## src/rtl/ifetch_pkg.sv

```systemverilog
// Core definitions shared by the fetch front end.
// Entry layout and reset defaults live here.
package ifetch_pkg;

  localparam int XLEN = 32;
  localparam int INSTR_BYTES = 4;
  localparam logic [XLEN-1:0] RESET_PC_DEFAULT = 32'h0000_0000;

  typedef struct packed {
    logic [31:0] pc;
    logic [31:0] instr;
  } fetch_entry_t;

endpackage

```

## src/rtl/fetch_fifo.sv

```systemverilog
// Fetch queue of {pc, instr} entries.
// Head is a registered read of the next-cycle head slot.
module fetch_fifo
  import ifetch_pkg::*;
#(
  parameter int DEPTH = 2,
  localparam int AW = $clog2(DEPTH),
  localparam int CW = $clog2(DEPTH + 1)
) (
  input  logic         clk,
  input  logic         rst,
  input  logic         push,
  input  logic         pop,
  input  logic         flush,
  input  fetch_entry_t wdata,
  output logic [CW-1:0] count,
  output logic         full,
  output logic         empty,
  output fetch_entry_t head
);

  fetch_entry_t mem [DEPTH];

  logic [AW-1:0] rd_ptr;
  logic [AW-1:0] wr_ptr;
  logic [AW-1:0] rd_next;
  logic [AW-1:0] wr_next;
  logic [CW-1:0] cnt_next;
  fetch_entry_t  head_next;

  assign full  = (count == CW'(DEPTH));
  assign empty = (count == '0);

  always_comb begin
    rd_next  = pop  ? rd_ptr + AW'(1) : rd_ptr;
    wr_next  = push ? wr_ptr + AW'(1) : wr_ptr;
    cnt_next = count;
    unique case (1'b1)
      push && !pop: cnt_next = count + CW'(1);
      pop && !push: cnt_next = count - CW'(1);
      default:      cnt_next = count;
    endcase
    // Entry written this cycle becomes head when the queue drains to it.
    head_next = head;
    if (cnt_next != '0) begin
      if (push && (wr_ptr == rd_next))
        head_next = wdata;
      else
        head_next = mem[rd_next];
    end
  end

  always_ff @(posedge clk) begin
    if (push)
      mem[wr_ptr] <= wdata;
  end

  always_ff @(posedge clk) begin
    if (rst) begin
      rd_ptr <= '0;
      wr_ptr <= '0;
      count  <= '0;
      head   <= '0;
    end else if (flush) begin
      rd_ptr <= '0;
      wr_ptr <= '0;
      count  <= '0;
    end else begin
      rd_ptr <= rd_next;
      wr_ptr <= wr_next;
      count  <= cnt_next;
      head   <= head_next;
    end
  end

endmodule

```

## src/rtl/ifetch_unit.sv

```systemverilog
// Instruction fetch front end: PC, redirect handling
// and the fetch queue towards decode.
module ifetch_unit
  import ifetch_pkg::*;
#(
  parameter int DEPTH = 2,
  parameter logic [31:0] RESET_PC = RESET_PC_DEFAULT
) (
  input  logic        clk,
  input  logic        rst,
  output logic [31:0] imem_addr,
  input  logic [31:0] imem_rdata,
  input  logic        redirect_valid,
  input  logic [31:0] redirect_pc,
  output logic        out_valid,
  input  logic        out_ready,
  output logic [31:0] out_pc,
  output logic [31:0] out_instr,
  output logic        misalign
);

  localparam int CW = $clog2(DEPTH + 1);

  logic [31:0]   pc;
  logic          push;
  logic          pop;
  logic          full;
  logic          empty;
  logic [CW-1:0] count;
  fetch_entry_t  wdata;
  fetch_entry_t  head;

  assign imem_addr = pc;
  assign out_valid = !empty;
  assign pop       = out_valid && out_ready;
  assign push      = !redirect_valid && (!full || pop);
  assign out_pc    = head.pc;
  assign out_instr = head.instr;

  always_comb begin
    wdata.pc    = pc;
    wdata.instr = imem_rdata;
  end

  fetch_fifo #(
    .DEPTH(DEPTH)
  ) u_fifo (
    .clk  (clk),
    .rst  (rst),
    .push (push),
    .pop  (pop),
    .flush(redirect_valid),
    .wdata(wdata),
    .count(count),
    .full (full),
    .empty(empty),
    .head (head)
  );

  always_ff @(posedge clk) begin
    if (rst) begin
      pc       <= RESET_PC;
      misalign <= 1'b0;
    end else begin
      misalign <= redirect_valid
                  && (redirect_pc[1:0] != 2'b00);
      unique case (1'b1)
        redirect_valid:
          pc <= {redirect_pc[31:2], 2'b00};
        push:
          pc <= pc + 32'(INSTR_BYTES);
        default:
          pc <= pc;
      endcase
    end
  end

endmodule

```

## config.mk

```make
export PLATFORM = sky130hd
export DESIGN_NAME = ifetch_unit
export DESIGN_NICKNAME = d
export VERILOG_FILES = /design/src/rtl/ifetch_pkg.sv /design/src/rtl/fetch_fifo.sv /design/src/rtl/ifetch_unit.sv
export SDC_FILE = /design/constraint.sdc
export NUM_CORES = 1
export LEC_CHECK = 0
export CAP_MARGIN = 40
export CORE_MARGIN = 2
export CORE_UTILIZATION = 45
export CTS_BUF_LIST = sky130_fd_sc_hd__clkbuf_8
export DETAILED_ROUTE_END_ITERATION = 6
export PLACE_DENSITY = 0.75
export SLEW_MARGIN = 5
export SYNTH_ARGS = -nofsm -noshare
export SYNTH_HDL_FRONTEND = slang
export SYNTH_SLANG_ARGS = --single-unit
```

## constraint.sdc

```tcl
create_clock -name clk -period 7.36 [get_ports clk]
set_clock_uncertainty 0.1 [all_clocks]
set_input_delay 1.104 -clock clk [delete_from_list [all_inputs] [get_ports clk]]
set_output_delay 1.104 -clock clk [all_outputs]
set_load 0.02 [all_outputs]
```

==> results.toml <==
[run_status]
status = "complete, no violations"

[clocking]
cts-resized-gates = 0
clockBufferDepth = 3
clk_pin_slew_ns = 0.06
clkLatencyLatePin_ns = 0.51
cts_tree = "yes"
numCtsBuffers = 37
root_buffer = "clkbuf_8"
htree_levels = 2
hold_buffers = 0
post-cts-setup-buffer-count = 0
cts_sinks = 221

[routing]
drt_pass1_iterations = 7
vias = 6497
ant_nets = 0
route.detailed.drc = 0
drtIter0Drc = 462
viasPerCell = 5.464
wl_microns = 22270
wire_per_inst_microns = 18.73

[floorplan]
coreArea_sq_um = 19590
io_pins = 166
initial_utilization = 0.4630
die_y_microns = 146.0
die-area_sq_um = 21310
die_w_microns = 146.0
rows = 51

[global_routing]
overflow = 0
grt_pass1_vias = 6597
grt.busiest_layer = "met2"
grt_pass1_wl_microns = 35310
use_met3 = 0.04577
grt_use_met2 = 0.3344
grt_use_total = 0.2064
grt_max_degree = 47
antenna_found_initial = 0
use_met1 = 0.2774

[final_layout]
syn_to_final_growth_pct = 28.13
postLayoutCellArea_sq_um = 11620
final_nets = 964
layout.cells.non_filler = 1189
drive_gt1_frac = 0.1483
n_antenna_cell = 0

[setup_path]
start_kind = "primary input"
startpoint = "out_ready"
path_depth = 6
cp_data_required_time_ns = 7.66
crit_buf_inv = 2
slowest_delay_ns = 0.69
rr_startpoint = "u_fifo.count[0]$_SDFF_PP0_"
crit_slowest_cell = "xor2_4"
reg2reg_depth = 5
cp_top_family = "buffers and inverters"
crit_chain = "clkdlybuf4s50_1, o21ai_0, xor2_4, buf_4, mux2_2, a221o_1"
r2r_slack_ns = 4.31
endpoint_kind = "register"
cp_max_fo = 31
worstSetupPathType = "primary input to register"
critPathArrivalTime_ns = 3.91
r2r-end = "u_fifo.head[47]$_SDFFE_PP0P_"

[placed_design]
place_area_sq_um = 10910
place_hpwl_microns = 14060
place.port_buffers = 161
gp_congestion = 0.7833
dp_cells = 1121

[sta]
maxSlewViolCount = 0
setup_tns_ns = 0
slew_headroom = 0.3882
fin_crit_sh = 0.4911
setup_violations = 0
fmax_mhz = 276.7
tightest_slew_ns = 0.9108
final_hold_viol_count = 0
min_period_ns = 3.614
rsz0062_at_grt = "false"

[power]
vdd.ir_drop.worst_mv = 0.1284
p_leak_nw = 4.101
p_total_mw = 2.829
cellPowerDensity_nw_per_um2 = 243.5

[yosys]
avgSynthCellArea_sq_um = 12.48
ys_seq_elements = 221
synth.distinct_cells = 61
synth-edff-count = 124
syn_area_sq_um = 9070
postSynthCellCount = 727
synth_ff_type = "edfxtp_1"
synth-async-reset-ratio = 0
yosys_warnings = 0
ys_seq_area_frac = 0.6246

[worst_hold_path]
holdPathStages = 0
holdCritStartpoint = "imem_addr[18]$_SDFFE_PP0P_"
whs_endpoint = "u_fifo.mem[1][50]$_DFFE_PP_"
hold_class = "register to register"

[job]
drv_cap = 0
cells in the final DEF, fill, tap and decap left out, types with 5 or more instances in the layout:
cell | synthesis | final
edfxtp_1 | 124 | 124
inv_1 | 68 | 88
mux2_2 | 64 | 64
buf_4 | 4 | 10
a311oi_1 | 12 | 12
a211oi_1 | 8 | 8
clkbuf_8 | 4 | 42
nand4_1 | 10 | 10
xor2_1 | 6 | 5
o21ai_0 | 5 | 5
nor3_1 | 8 | 7
clkdlybuf4s50_1 | 0 | 161
dfxtp_1 | 97 | 97
or4_1 | 8 | 8
nand3_1 | 14 | 14
xnor2_1 | 7 | 7
nand2_1 | 20 | 20
nor4_1 | 8 | 8
or3_1 | 5 | 5
nor2_1 | 92 | 92
o31ai_1 | 8 | 8
a221o_1 | 62 | 62
layer usage:
metal / part of all wire / vias to the layer above
li1: - / 3056
met1: 0.44 / 3139
met2: 0.47 / 259
met3: 0.069 / 43
met4: 0.020 / 0
met5: 0 / -
through the flow:
stage	setup WS (ns)	utilization	hold slack, ns
floorplan	0.8693	-	0.4487
global placement	2.947	0.5546	0.4491
detailed placement	3.218	0.5571	0.4584
CTS	3.764	0.5932	0.4644
global route	3.602	0.5932	0.4946
finish	3.746	0.5932	0.4675
cell usage after synthesis, types with 6 or more instances:
master | count | share of area
a211oi_1 | 8 | 0.0066
a221o_1 | 62 | 0.068
a311oi_1 | 12 | 0.012
buf_2 | 7 | 0.0039
clkbuf_1 | 29 | 0.012
dfxtp_1 | 97 | 0.21
edfxtp_1 | 124 | 0.41
inv_1 | 68 | 0.028
mux2_2 | 64 | 0.079
nand2_1 | 20 | 0.0083
nand3_1 | 14 | 0.0077
nand4_1 | 10 | 0.0069
nor2_1 | 92 | 0.038
nor3_1 | 8 | 0.0044
nor4_1 | 8 | 0.0055
o31ai_1 | 8 | 0.0066
or4_1 | 8 | 0.0066
xnor2_1 | 7 | 0.0068
xor2_1 | 6 | 0.0058
worst register-to-register path, cell delays in order (launching register included):
cell and delay, ns:
dfxtp_1 0.37, o21ai_0 0.51, xor2_4 0.65, buf_4 0.54
mux2_2 0.42, a221o_1 0.34
power by group:
part | leakage, nW | internal [mW] | switching (mW)
clock network | 0.434 | 0.556 | 0.472
logic | 1.69 | 0.180 | 0.180
registers | 1.98 | 1.38 | 0.0570
total | 4.10 | 2.12 | 0.709
kinds of logic after synthesis:
kind of cell    Yosys count  synth area share
buf+inv                 116           0.05835
xor+xnor                 13           0.01255
compound gates          120            0.1185
flops                   221            0.6246
fa+ha+maj                 1          0.001379
other cells               1         0.0004135
mux                      64           0.07946
simple gates            191            0.1047
cell type report:
class | count | area (sq um)
repair buffers | 173 | 1734
fillers | 1619 | 7969
inverters | 69 | 259.0
clock buffers | 42 | 578.1
flip-flops and latches | 221 | 5665
multi-input cells | 393 | 2923
clock inverters | 26 | 130.1
well taps | 265 | 331.6
sequential cells by signal, indices dropped and copies added (netlist names):
signal / cells
u_fifo.mem: 124
u_fifo.head: 62
imem_addr: 30
u_fifo.count: 2
misalign: 1
u_fifo.rd_ptr: 1
u_fifo.wr_ptr: 1
how the worst max path moves through the flow:
stage	endpoint	slack (ns)
after floorplan	u_fifo.mem[0][0]$_DFFE_PP_	0.87
after global placement	u_fifo.head[37]$_SDFFE_PP0P_	2.95
after detailed placement	u_fifo.head[52]$_SDFFE_PP0P_	3.22
after CTS	u_fifo.head[7]$_SDFFE_PP0P_	3.76
after global routing	u_fifo.head[4]$_SDFFE_PP0P_	3.60
final	u_fifo.head[47]$_SDFFE_PP0P_	3.75
Power figures use the tool's default switching activity.
